[src/rtl/dynamic_port_arb_mux.sv]
// Round-robin wormhole arbiter/mux: N credit-flow input channels onto one credited output.
// A header with a nonzero length field locks the grant until that many body flits have passed.
module dynamic_port_arb_mux #(
    parameter int WIDTH   = 64,
    parameter int NUM_IN  = 5,
    parameter int SEL_W   = 3,
    parameter int LEN_LSB = 22,
    parameter int LEN_W   = 8,
    parameter int CREDITS = 4
) (
    input  logic                    clk,
    input  logic                    reset,
    input  logic [NUM_IN*WIDTH-1:0] in_data,
    input  logic [NUM_IN-1:0]       in_valid,
    output logic [NUM_IN-1:0]       in_yummy,
    output logic [WIDTH-1:0]        out_data,
    output logic                    out_valid,
    input  logic                    out_yummy,
    output logic [SEL_W-1:0]        cur_sel,
    output logic                    busy
);
    localparam int CNT_W = 4;

    typedef enum logic {IDLE, LOCKED} state_t;

    state_t            state_reg;
    logic [SEL_W-1:0]  ptr_reg;
    logic [SEL_W-1:0]  sel_reg;
    logic [LEN_W-1:0]  rem_reg;
    logic [CNT_W-1:0]  credit_reg;
    logic [CNT_W-1:0]  credit_next;
    logic [WIDTH-1:0]  out_data_reg;
    logic              out_valid_reg;

    logic [WIDTH-1:0]  chan_data [NUM_IN];
    logic [SEL_W-1:0]  grant_idx;
    logic              grant_found;
    logic [SEL_W-1:0]  xfer_sel;
    logic              xfer;
    logic [LEN_W-1:0]  hdr_len;

    function automatic logic [SEL_W-1:0] wrap_inc(input logic [SEL_W-1:0] v);
        return (int'(v) == NUM_IN - 1) ? '0 : v + 1'b1;
    endfunction

    genvar gi;
    generate
        for (gi = 0; gi < NUM_IN; gi++) begin : g_chan
            assign chan_data[gi] = in_data[gi*WIDTH +: WIDTH];
            assign in_yummy[gi]  = xfer && (xfer_sel == SEL_W'(gi));
        end
    endgenerate

    // Scan downward so the candidate closest to the pointer is written last and wins.
    always_comb begin
        grant_idx   = ptr_reg;
        grant_found = 1'b0;
        for (int i = NUM_IN - 1; i >= 0; i--) begin
            int               sum;
            logic [SEL_W-1:0] cand;
            sum = int'(ptr_reg) + i;
            if (sum >= NUM_IN)
                sum = sum - NUM_IN;
            cand = SEL_W'(sum);
            if (in_valid[cand]) begin
                grant_idx   = cand;
                grant_found = 1'b1;
            end
        end
    end

    always_comb begin
        xfer_sel = (state_reg == IDLE) ? grant_idx : sel_reg;
        xfer     = !reset && (credit_reg != '0) &&
                   ((state_reg == IDLE) ? grant_found : in_valid[sel_reg]);
        hdr_len  = chan_data[grant_idx][LEN_LSB +: LEN_W];
    end

    // A returned credit and a spent credit in the same cycle cancel out.
    always_comb begin
        credit_next = credit_reg;
        case ({xfer, out_yummy})
            2'b10:   credit_next = credit_reg - 1'b1;
            2'b01:   credit_next = (credit_reg == CNT_W'(CREDITS)) ? credit_reg : credit_reg + 1'b1;
            default: credit_next = credit_reg;
        endcase
    end

    always_ff @(posedge clk) begin
        if (reset) begin
            state_reg     <= IDLE;
            ptr_reg       <= '0;
            sel_reg       <= '0;
            rem_reg       <= '0;
            credit_reg    <= CNT_W'(CREDITS);
            out_data_reg  <= '0;
            out_valid_reg <= 1'b0;
        end else begin
            credit_reg    <= credit_next;
            out_valid_reg <= xfer;
            if (xfer) begin
                out_data_reg <= chan_data[xfer_sel];
                if (state_reg == IDLE) begin
                    sel_reg <= grant_idx;
                    rem_reg <= hdr_len;
                    if (hdr_len == '0)
                        ptr_reg <= wrap_inc(grant_idx);
                    else
                        state_reg <= LOCKED;
                end else begin
                    rem_reg <= rem_reg - 1'b1;
                    if (rem_reg == LEN_W'(1)) begin
                        state_reg <= IDLE;
                        ptr_reg   <= wrap_inc(sel_reg);
                    end
                end
            end
        end
    end

    assign out_data  = out_data_reg;
    assign out_valid = out_valid_reg;
    assign cur_sel   = sel_reg;
    assign busy      = (state_reg == LOCKED);
endmodule

[config.mk]
export PLATFORM = sky130hd
export DESIGN_NAME = dynamic_port_arb_mux
export DESIGN_NICKNAME = d
export VERILOG_FILES = /design/src/rtl/dynamic_port_arb_mux.sv
export SDC_FILE = /design/constraint.sdc
export NUM_CORES = 1
export LEC_CHECK = 0
export BUFFER_PORTS_ARGS = -buffer_cell sky130_fd_sc_hd__buf_2
export CAP_MARGIN = 25
export CORE_AREA = 2 2 155 157
export CTS_CLUSTER_SIZE = 14
export DETAILED_ROUTE_END_ITERATION = 10
export DIE_AREA = 0 0 157 159
export PLACE_DENSITY = 0.62
export SLEW_MARGIN = 20
export SYNTH_ARGS = -nofsm -noshare
export SYNTH_HDL_FRONTEND = slang
export SYNTH_SLANG_ARGS = --single-unit
export TNS_END_PERCENT = 100
[constraint.sdc]
create_clock -name clk -period 4.1 [get_ports clk]
set_input_delay 0.41 -clock clk [delete_from_list [all_inputs] [get_ports clk]]
set_output_delay 0.41 -clock clk [all_outputs]
set_load 0.05 [all_outputs]
==> impl_metrics.sql, run 1 <==
INSERT INTO impl_metrics (metric_group, metric, value, unit) VALUES
('outcome', 'outcome', 'finished, violations left', ''),
('outcome', 'failed_checks', 'negative setup slack', ''),
('placement', 'finalWeightedCongestion', '0.997', ''),
('hold_path', 'hold_path_depth', '4', ''),
('hold_path', 'holdCritStartpoint', 'in_data[243]', ''),
('routing', 'postRouteAntennaNets', '0', ''),
('yosys', 'mapped_nets', '1366', ''),
('routing', 'routedWlPerCell', '21.6', 'µm'),
('critical_path', 'cp.arrival', '4.56', 'ns'),
('finish', 'finish.net_count', '1827', ''),
('sta', 'finalSetupTns', '-1.12', 'ns'),
('grt', 'grt_pass1_wl', '54600', 'µm'),
('sta', 'post-route-min-period', '4.28', 'ns'),
('cts', 'worst_skew_pair.late_latency', '0.36', 'ns'),
('cts', 'tritoncts', 'done', ''),
('critical_path', 'r2r-end', 'ptr_reg[0]', ''),
('critical_path', 'rr_startpoint', 'ptr_reg[1]', ''),
('sta', 'setup_violating_endpoint_count_in_the_final_report', '8', ''),
('floorplanning', 'design.die.area', '0.0250', 'mm²'),
('cts', 'sinks_on_the_clock_net', '84', ''),
('routing', 'route.top_layer_used', 'met5', ''),
('sta', 'max-slew-margin-rel', '0.332', ''),
('cts', 'root_buffer', 'clkbuf_16', ''),
('sta', 'finalMaxSlewViolations', '0', ''),
('finish', 'area.growth.synth_to_final', '55.7', '%'),
('critical_path', 'worst-endpoint-required', '4.38', 'ns'),
('routing', 'drt-met1-wl', '15400', 'µm'),
('grt', 'gr-total-overflow', '0', ''),
('yosys', 'post_synth_inst_count', '1021', ''),
('grt', 'initial_antenna_violation_count', '17', ''),
('cts', 'path_clk_slew', '0.08', 'ns'),
('yosys', 'synth-edff-count', '0', ''),
('critical_path', 'critPathLaunchType', 'flip-flop', ''),
('floorplanning', 'placement_rows', '56', ''),
('placement', 'post_dp_cell_area', '0.0107', 'mm²'),
('sta', 'fin_skew', '0.0152', 'ns'),
('sta', 'final-hold-violation-count', '0', ''),
('sta', 'timing.final.ws_setup', '-0.184', 'ns'),
('yosys', 'netlist_cell_types', '82', ''),
('routing', 'drt_pass1_iterations', '5', ''),
('cts', 'cts.hold.buffers_added', '0', ''),
('floorplanning', 'top_level_ports', '402', ''),
('routing', 'first_iter_violations', '775', ''),
('placement', 'post-place-ws', '-0.236', 'ns'),
('finish', 'layout_common_cells', '396 x buf_2, 154 x nand2_1, 143 x a21oi_1', ''),
('critical_path', 'path_class', 'reg2reg', ''),
('placement', 'place.detailed.hpwl', '27500', 'µm'),
('yosys', 'syn-cell-area', '0.00764', 'mm²'),
('placement', 'numPortBuffers', '401', ''),
('sta', 'rsz0062_at_grt', 'true', ''),
('critical_path', 'worst_r2r_path_depth', '19', ''),
('finish', 'final_common_cell', 'buf_2', ''),
('yosys', 'seq_area_frac_synth', '0.220', ''),
('routing', 'vias', '10000', ''),
('finish', 'layout_cell_share_with_drive_strength_beyond_1', '0.445', ''),
('cts', 'ctsHtreeMaxLevel', '3', ''),
('yosys', 'syn_avg_cell_area', '7.48', 'µm²'),
('floorplanning', 'std_cell_core_area', '0.0232', 'mm²'),
('finish', 'post-route-cell-area', '0.0119', 'mm²'),
('sta', 'timing_worst_slew_pin_value', '1.00', 'ns'),
('routing', 'met2RoutedLength', '19700', 'µm'),
('finish', 'n_fill_cell', '2311', ''),
('critical_path', 'critPathCaptureType', 'flip-flop', ''),
('routing', 'remaining_drc_errors', '0', ''),
('cts', 'cts_max_path_buffers', '2', ''),
('routing', 'met3WireLength', '2740', 'µm'),
('critical_path', 'worst-r2r-setup-slack', '-0.18', 'ns'),
('grt', 'first_global_vias', '9591', ''),
('sta', 'final_min_period_over_clock_period', '1.04', ''),
('yosys', 'ys_ff_latch', '84', ''),
('yosys', 'yosysWarnings', '0', '');
cells in the mapped netlist (5+ instances only):
cell type | count | area [µm²]
clkbuf_1 | 66 | 248
nand2_1 | 156 | 586
mux2_2 | 6 | 67.6
buf_4 | 5 | 37.5
nor2b_1 | 5 | 31.3
buf_1 | 13 | 48.8
mux4_2 | 6 | 135
dfxtp_1 | 84 | 1680
a21oi_1 | 154 | 771
nor3b_1 | 67 | 503
nand2b_1 | 9 | 56.3
nand3_1 | 13 | 65.1
mux2i_1 | 88 | 881
nand4_1 | 6 | 37.5
xor2_1 | 6 | 52.6
o22ai_1 | 66 | 413
or3_1 | 6 | 37.5
nor3_1 | 5 | 25.0
a21o_1 | 72 | 541
nor2_1 | 44 | 165
ha_1 | 15 | 188
inv_1 | 13 | 48.8
o21ai_0 | 17 | 85.1
kinds of logic after synthesis:
| logic type | share of synthesized area |
|---|---|
| AOI/OAI and AO/OA | 0.317 |
| and+or+nand+nor | 0.221 |
| DFF | 0.220 |
| buffers and inverters | 0.0591 |
| adders and majority gates | 0.0298 |
| muxes | 0.142 |
| xor gates and xnor gates | 0.0103 |
worst max-delay path, cell delays in order, from the launching register on:
cell and delay [ns]:
dfxtp_4 0.41, ha_4 0.14, inv_2 0.03, fa_2 0.50, o21ba_4 0.15, or2_4 0.25, buf_6 0.12, o211ai_1 0.24
buf_4 0.17, o21bai_1 0.12, o2111ai_2 0.16, a31o_1 0.28, buf_4 0.16, nand3_4 0.09, o221a_4 0.20, or4b_4 0.47
nor4_4 0.26, buf_4 0.18, nand4_1 0.09, a31oi_1 0.16
worst max-delay path by stage:
stage / end / cells after the start / slack [ns] / from
CTS: in_yummy[1] / 16 / -0.17 / ptr_reg[0]
global placement: out_data[19] / 20 / -0.16 / ptr_reg[0]
floorplan: in_yummy[0] / 14 / -0.11 / ptr_reg[1]
detailed placement: ptr_reg[0] / 14 / -0.24 / ptr_reg[2]
finish: ptr_reg[0] / 19 / -0.18 / ptr_reg[1]
global route: ptr_reg[0] / 19 / -0.38 / ptr_reg[1]
timing repair:
action | CTS | global route
endpoints found under the setup margin | 15 | 77
gates cloned | 1 | 10
hold endpoints to repair | 0 | 0
pin swaps | 12 | 19
gates resized for setup | 23 | 74
setup buffers | 13 | 19
layer usage:
layer	up-vias	track usage
li1	4705	-
met1	4741	0.341
met2	472	0.490
met3	81	0.0553
met4	4	0.117
met5	-	0
per-stage QoR:
stage,instances,util,hold slack (ns),power [µW]
finish,1822,0.513,0.450,12700
global route,1818,0.512,0.466,13500
CTS,1778,0.483,0.438,11400
detailed placement,1748,0.460,0.460,10200
global placement,1748,0.460,0.456,10100
floorplan,1021,-,0.445,7470
report_power, final:
part | internal, µW | total [µW] | switching (µW)
Combinational | 4550 | 10500 | 5950
Clock | 502 | 911 | 408
Sequential | 1140 | 1330 | 191
layout make-up:
cell class / instances / area (µm²) / share of cell area
inverter: 17 / 72.6 / 0.00610
multi-input combinational: 830 / 5950 / 0.500
tap: 319 / 399 / 0.0336
clock inverter: 6 / 76.3 / 0.00642
clock buffer: 10 / 239 / 0.0201
timing repair buffer: 540 / 3420 / 0.288
antenna: 16 / 40.0 / 0.00337
sequential: 84 / 1690 / 0.142
Note: power is estimated with default switching activity, not from simulation.
==> inputs of run 2 (changes only) <==
--- a/config.mk
+++ b/config.mk
@@ -12,6 +12,7 @@
 export DETAILED_ROUTE_END_ITERATION = 10
 export DIE_AREA = 0 0 157 159
 export PLACE_DENSITY = 0.62
+export SETUP_SLACK_MARGIN = 0.4
 export SLEW_MARGIN = 20
 export SYNTH_ARGS = -nofsm -noshare
 export SYNTH_HDL_FRONTEND = slang
==> run 2 against run 1 <==
- the flow still finishes with violations (negative setup slack)
- cell area increased by 9.8%
- total power increased by 16%
- via count increased by 1.1%
- first-iteration DRC count increased by 19%
- wire length increased by 5.0%
- non-clock buffer count decreased by 8
- worst hold slack improved by 0.0089 ns
- worst setup slack improved by 0.031 ns
- critical path type is now reg2out
==> impl_metrics.sql, run 2 (synthesis results as in run 1) <==
INSERT INTO impl_metrics (metric_group, metric, value, unit) VALUES
('outcome', 'outcome', 'finished, violations left', ''),
('outcome', 'failed_checks', 'negative setup slack', ''),
('cts', 'worst_skew_pair.late_latency', '0.35', 'ns'),
('critical_path', 'cp.arrival', '3.84', 'ns'),
('placement', 'numPlacedInstances', '1735', ''),
('routing', 'postRouteAntennaNets', '0', ''),
('routing', 'finalWirelength', '41300', 'µm'),
('power', 'irDropWorstVdd', '0.506', 'mV'),
('finish', 'final_common_cell', 'buf_2', ''),
('grt', 'track_usage', '0.297', ''),
('cts', 'root_buffer', 'clkbuf_16', ''),
('power', 'power_frac_comb', '0.850', ''),
('finish', 'layout_cell_share_with_drive_strength_beyond_1', '0.563', ''),
('finish', 'finish.net_count', '1819', ''),
('cts', 'ctsHtreeMaxLevel', '3', ''),
('critical_path', 'worst_r2r_path_depth', '17', ''),
('floorplanning', 'top_level_ports', '402', ''),
('floorplanning', 'die_h', '159', 'µm'),
('power', 'power_report.internal_total', '7340', 'µW'),
('critical_path', 'worst-r2r-setup-slack', '-0.11', 'ns'),
('placement', 'numPortBuffers', '401', ''),
('sta', 'timing_worst_slew_pin_value', '0.966', 'ns'),
('sta', 'max_freq', '0.235', 'GHz'),
('critical_path', 'critical_path_source', 'ptr_reg[1]', ''),
('cts', 'sinks_on_the_clock_net', '84', ''),
('hold_path', 'class_of_the_tightest_hold_or_removal_check', 'in2reg', ''),
('critical_path', 'rr_startpoint', 'ptr_reg[1]', ''),
('power', 'p_switching', '7500', 'µW'),
('sta', 'max-slew-margin-rel', '0.356', ''),
('grt', 'pin_count_of_the_biggest_net_entering_global_routing', '95', ''),
('critical_path', 'r2r-end', 'ptr_reg[0]', ''),
('floorplanning', 'std_cell_core_area', '0.0232', 'mm²'),
('power', 'power_density', '1140', 'mW/mm²'),
('critical_path', 'crit_end', 'in_yummy[0]', ''),
('job', 'drv.max_cap_violation_count', '0', ''),
('cts', 'path_clk_slew', '0.07', 'ns'),
('cts', 'cts-buffers-inserted', '9', ''),
('cts', 'cts_max_path_buffers', '2', ''),
('sta', 'rsz0062_at_grt', 'true', ''),
('sta', 'setup_violating_endpoint_count_in_the_final_report', '9', ''),
('finish', 'post-route-cell-area', '0.0131', 'mm²'),
('critical_path', 'path_max_fanout', '9', ''),
('critical_path', 'critPathLaunchType', 'flip-flop', ''),
('floorplanning', 'placement_rows', '56', ''),
('cts', 'cts.hold.buffers_added', '0', ''),
('floorplanning', 'initial_utilization', '0.329', ''),
('placement', 'place.detailed.hpwl', '28600', 'µm'),
('sta', 'final-hold-violation-count', '0', ''),
('sta', 'finalSetupTns', '-0.804', 'ns'),
('finish', 'finish.cell_count_without_fillers', '1808', ''),
('grt', 'first_global_vias', '9538', ''),
('sta', 'finalMaxSlewViolations', '0', ''),
('placement', 'post_dp_cell_area', '0.0109', 'mm²'),
('cts', 'tritoncts', 'done', ''),
('power', 'netSwitchingFraction', '0.505', ''),
('routing', 'remaining_drc_errors', '0', ''),
('grt', 'initial_antenna_violation_count', '15', ''),
('sta', 'post-route-min-period', '4.25', 'ns'),
('sta', 'final_min_period_over_clock_period', '1.04', ''),
('critical_path', 'worst-endpoint-required', '3.69', 'ns'),
('routing', 'vias', '10100', ''),
('power', 'power.sequential.fraction', '0.095', ''),
('critical_path', 'path_class', 'reg2out', ''),
('grt', 'gr-total-overflow', '0', ''),
('critical_path', 'critPathCaptureType', 'primary output', ''),
('sta', 'timing.final.ws_setup', '-0.154', 'ns'),
('finish', 'area.growth.synth_to_final', '70.9', '%'),
('sta', 'fin_skew', '0.0148', 'ns'),
('routing', 'drt_pass1_iterations', '7', ''),
('finish', 'largest_register_ffs', '64', ''),
('placement', 'finalWeightedCongestion', '0.966', ''),
('routing', 'routedWlPerCell', '22.8', 'µm'),
('routing', 'post_drt_via_cell_ratio', '5.60', ''),
('grt', 'grt_pass1_wl', '56400', 'µm'),
('floorplanning', 'die_width', '157', 'µm'),
('power', 'power.clock.fraction', '0.055', ''),
('finish', 'layout_common_cells', '396 x buf_2, 125 x nand2_1, 109 x a21oi_2', ''),
('floorplanning', 'design.die.area', '0.0250', 'mm²'),
('routing', 'first_iter_violations', '919', ''),
('power', 'static-leakage-power', '0.00624', 'µW');
run 2: worst min path at each step:
stage	cells past startpoint	slack, ns	startpoint	to
finish	4	0.46	in_data[183]	out_data[55]
global route	4	0.48	in_data[258]	out_data[2]
CTS	4	0.46	in_data[183]	out_data[55]
detailed placement	2	0.47	rem_reg[1]	rem_reg[1]
global placement	2	0.46	rem_reg[1]	rem_reg[1]
floorplan	2	0.45	rem_reg[1]	rem_reg[1]
run 2: layer usage:
layer,global-route usage,wire length [µm],vias to the layer above,part of all wire
li1,-,-,4693,-
met3,0.0471,3440,83,0.083
met1,0.388,16500,4798,0.40
met4,0.0959,1440,6,0.035
met2,0.500,19800,537,0.48
met5,0,39,-,0.00095
run 2: critical path, cell delays in order (launching register included):
cell,delay (ns)
dfxtp_4,0.40
ha_2,0.23
or2b_1,0.25
mux4_2,0.52
mux2i_2,0.19
buf_4,0.14
o32a_1,0.33
buf_4,0.15
o211ai_2,0.09
nand2_4,0.13
mux2_4,0.34
or3_4,0.45
nor2_4,0.13
buf_6,0.16
run 2: area by class of cell:
| type | count | area, µm² |
|---|---|---|
| clock buffers | 11 | 243 |
| repair buffers | 532 | 3770 |
| clock inverters | 5 | 42.5 |
| multi-input cells | 830 | 6800 |
| flip-flops and latches | 84 | 1690 |
| inverters | 17 | 81.3 |
| diodes | 10 | 25.0 |
| well taps | 319 | 399 |
| fillers | 2155 | 10100 |
run 2: what timing repair did:
item | 4_1_cts | 5_1_grt
buffers inserted | 11 | 11
resized for setup | 100 | 147
pin swaps | 34 | 77
gates cloned | 9 | 16
endpoints found under the setup margin | 79 | 84
run 2: power groups by stage:
stage / clock network, µW / registers, µW / logic (µW)
6_report: 817 / 1400 / 12600
3_5_place_dp: 0 / 1400 / 9090
4_1_cts: 834 / 1390 / 10500
5_1_grt: 858 / 1420 / 13200
3_3_place_gp: 0 / 1390 / 9020
2_1_floorplan: 0 / 2120 / 5720
run 2: stage by stage:
stage,setup WS (ns),util,total power [µW],hold WS (ns)
after floorplan,-0.106,-,7840,0.445
after global placement,-0.0239,0.469,10400,0.464
after detailed placement,-0.0475,0.469,10500,0.468
after CTS,-0.125,0.517,12700,0.455
after global routing,-0.316,0.563,15500,0.482
final,-0.154,0.563,14800,0.459
==> inputs of run 3 (changes only) <==
==> constraint.sdc (replaced) <==
create_clock -name clk -period 4.1 [get_ports clk]
set_input_delay 0.615 -clock clk [delete_from_list [all_inputs] [get_ports clk]]
set_output_delay 0.615 -clock clk [all_outputs]
set_load 0.05 [all_outputs]
==> run 3 against run 2 <==
- the flow still finishes with violations (negative setup slack)
- sequential power about the same
- worst setup slack worse by 0.18 ns
- cell area up 4.9%
- sequential share of layout area down 0.60 points
- register-to-register slack worse by 0.09 ns
- core utilization up 2.8 points
- global-route usage up 0.58 points
- first-iteration DRC count up 8.4%
- worst hold slack better by 0.037 ns
- wire length up 4.3%
- clock skew down 0.0013 ns
- combinational power up 6%
- critical path type unchanged
- largest cell class unchanged
- largest power group unchanged
==> impl_metrics.sql, run 3 (synthesis results as in run 1) <==
INSERT INTO impl_metrics (metric_group, metric, value, unit) VALUES
('sta', 'rsz0062_at_grt', 'true', ''),
('critical_path', 'worst-endpoint-required', '3.48', 'ns'),
('routing', 'finalWirelength', '43000', 'µm'),
('critical_path', 'cp.arrival', '3.82', 'ns'),
('critical_path', 'critPathLaunchType', 'flip-flop', ''),
('sta', 'max_freq', '0.226', 'GHz'),
('critical_path', 'cpPeakStageDelay', '0.59', 'ns'),
('sta', 'finalSetupTns', '-2.07', 'ns'),
('critical_path', 'critical_path_cell_count', '12', ''),
('grt', 'track_usage', '0.303', ''),
('cts', 'cts-buffers-inserted', '9', ''),
('critical_path', 'timing.critical_path.slowest_stage_cell', 'mux4_2', ''),
('cts', 'path_clk_slew', '0.07', 'ns'),
('floorplanning', 'die_h', '159', 'µm'),
('critical_path', 'path_buf_inv', '3', ''),
('floorplanning', 'std_cell_core_area', '0.0232', 'mm²'),
('critical_path', 'crit_path_cell_trace', 'clkinvlp_4, ha_4, mux4_2, a31oi_4, o2111ai_4, a2111oi_4, buf_4, nor3_4, a21o_4, or3_4, nor2_4, buf_6', ''),
('sta', 'post-route-min-period', '4.43', 'ns'),
('finish', 'finish.net_count', '1885', ''),
('floorplanning', 'initial_utilization', '0.329', ''),
('floorplanning', 'placement_rows', '56', ''),
('critical_path', 'crit_end', 'in_yummy[1]', ''),
('sta', 'final-hold-violation-count', '0', ''),
('cts', 'ctsHtreeMaxLevel', '3', ''),
('power', 'power_density', '1140', 'mW/mm²'),
('sta', 'fin_skew', '0.0135', 'ns'),
('critical_path', 'rr_startpoint', 'ptr_reg[1]', ''),
('sta', 'max-slew-margin-rel', '0.319', ''),
('power', 'irDropWorstVdd', '0.505', 'mV'),
('cts', 'sinks_on_the_clock_net', '84', ''),
('power', 'power_report.internal_total', '7870', 'µW'),
('power', 'power.clock.fraction', '0.061', ''),
('grt', 'first_global_vias', '9713', ''),
('sta', 'finalMaxSlewViolations', '0', ''),
('routing', 'drt_pass1_iterations', '5', ''),
('cts', 'cts_max_path_buffers', '2', ''),
('sta', 'timing.final.ws_setup', '-0.330', 'ns'),
('critical_path', 'worst_r2r_path_depth', '17', ''),
('cts', 'worst_skew_pair.late_latency', '0.36', 'ns'),
('routing', 'postRouteAntennaNets', '0', ''),
('critical_path', 'r2r-end', 'ptr_reg[1]', ''),
('finish', 'final_common_cell', 'buf_2', ''),
('finish', 'layout_common_cells', '396 x buf_2, 129 x buf_4, 111 x nand2_1', ''),
('cts', 'tritoncts', 'done', ''),
('placement', 'numPortBuffers', '401', ''),
('floorplanning', 'die_width', '157', 'µm'),
('power', 'power_frac_comb', '0.851', ''),
('grt', 'initial_antenna_violation_count', '3', ''),
('critical_path', 'worst_path_dominant_cell_family', 'compound AO/OA/AOI/OAI gates', ''),
('placement', 'post_dp_cell_area', '0.0111', 'mm²'),
('routing', 'routedWlPerCell', '23.0', 'µm'),
('grt', 'gr-total-overflow', '0', ''),
('critical_path', 'path_max_fanout', '6', ''),
('routing', 'remaining_drc_errors', '0', ''),
('critical_path', 'critPathCaptureType', 'primary output', ''),
('grt', 'grt_pass1_wl', '57800', 'µm'),
('finish', 'layout_cell_share_with_drive_strength_beyond_1', '0.585', ''),
('floorplanning', 'design.die.area', '0.0250', 'mm²'),
('finish', 'area.growth.synth_to_final', '79.3', '%'),
('placement', 'place.detailed.hpwl', '28300', 'µm'),
('job', 'drv.max_cap_violation_count', '0', ''),
('power', 'netSwitchingFraction', '0.497', ''),
('cts', 'root_buffer', 'clkbuf_16', ''),
('finish', 'post-route-cell-area', '0.0137', 'mm²'),
('finish', 'largest_register_ffs', '64', ''),
('outcome', 'outcome', 'finished, violations left', ''),
('sta', 'fin_worst_hold_slack', '0.496', 'ns'),
('critical_path', 'worst-r2r-setup-slack', '-0.20', 'ns'),
('critical_path', 'path_class', 'reg2out', ''),
('hold_path', 'class_of_the_tightest_hold_or_removal_check', 'reg2reg', ''),
('sta', 'timing_worst_slew_pin_value', '1.02', 'ns'),
('sta', 'setup_violating_endpoint_count_in_the_final_report', '17', ''),
('floorplanning', 'top_level_ports', '402', ''),
('critical_path', 'critical_path_source', 'ptr_reg[1]', ''),
('outcome', 'failed_checks', 'negative setup slack', ''),
('power', 'power.sequential.fraction', '0.087', ''),
('placement', 'finalWeightedCongestion', '0.979', ''),
('power', 'static-leakage-power', '0.00665', 'µW'),
('routing', 'vias', '10600', ''),
('power', 'p_switching', '7790', 'µW'),
('routing', 'first_iter_violations', '996', ''),
('grt', 'pin_count_of_the_biggest_net_entering_global_routing', '143', ''),
('sta', 'final_min_period_over_clock_period', '1.08', ''),
('routing', 'post_drt_via_cell_ratio', '5.69', '');
[run 3: changes by cell type in the layout (fill, tap and decap cells not counted), moves of 7 or more]
cell,previous run,this run
nand2_1,125,111
nand2_4,4,30
nand2_2,27,15
a21oi_4,23,11
mux2i_1,75,65
a21oi_2,109,99
diode_2,10,3
a21oi_1,22,44
buf_4,74,129
buf_6,16,25
[run 3: final cells by class]
class	instances	area, µm²
fillers	2065	9500
multi-input cells	831	6930
inverters	17	76.3
repair buffers	597	4270
well taps	319	399
clock buffers	10	239
clock inverters	6	93.8
flip-flops and latches	84	1690
diodes	3	7.51
[run 3: worst min path at each step]
stage                     slack, ns  cells after the start          to  startpoint
after floorplan                0.45                      2  rem_reg[1]  rem_reg[1]
after global placement         0.47                      2  rem_reg[1]  rem_reg[1]
after detailed placement       0.47                      2  rem_reg[1]  rem_reg[1]
after CTS                      0.48                      2  rem_reg[1]  rem_reg[1]
after global routing           0.51                      2  rem_reg[1]  rem_reg[1]
final                          0.50                      2  rem_reg[1]  rem_reg[1]
[run 3: power groups by stage]
stage	sequential, µW	combinational (µW)	clock, µW
after floorplan	2120	5640	0
after global placement	1360	9040	0
after detailed placement	1370	9140	0
after CTS	1350	10600	974
after global routing	1400	13900	1000
final	1370	13300	963
[run 3: worst register-to-register path, stage by stage, from the launching register on]
cell	delay (ns)
dfxtp_4	0.41
clkinvlp_4	0.15
ha_4	0.36
mux4_2	0.59
a31oi_4	0.27
o2111ai_4	0.17
a2111oi_4	0.40
buf_4	0.18
nor2_4	0.05
buf_12	0.14
buf_6	0.11
mux2i_2	0.22
nor2_2	0.07
or4b_4	0.50
nor4_4	0.14
buf_4	0.19
or3_1	0.11
a31oi_1	0.08
[run 3: per-layer routing]
| metal | share of wire | vias up | GRT usage |
|---|---|---|---|
| li1 | - | 4821 | - |
| met1 | 0.39 | 5052 | 0.401 |
| met2 | 0.48 | 642 | 0.507 |
| met3 | 0.085 | 114 | 0.0425 |
| met4 | 0.036 | 2 | 0.0972 |
| met5 | 0.00030 | - | 0 |
[run 3: per-stage QoR]
stage	std cells	power (µW)	utilization	setup slack [ns]
2_1_floorplan	1021	7750	-	-0.312
3_3_place_gp	1774	10400	0.478	-0.210
3_5_place_dp	1774	10500	0.478	-0.295
4_1_cts	1824	12900	0.526	-0.319
5_1_grt	1866	16300	0.590	-0.445
6_report	1867	15700	0.591	-0.330
[run 3: what timing repair did]
item                                    CTS  global route
setup buffers                            26            25
pin swaps                                29           116
endpoints found under the setup margin   83            87
gates cloned                              8            15
gates resized for setup                  93           221
hold buffers                              0             0
hold endpoints to repair                  0             0
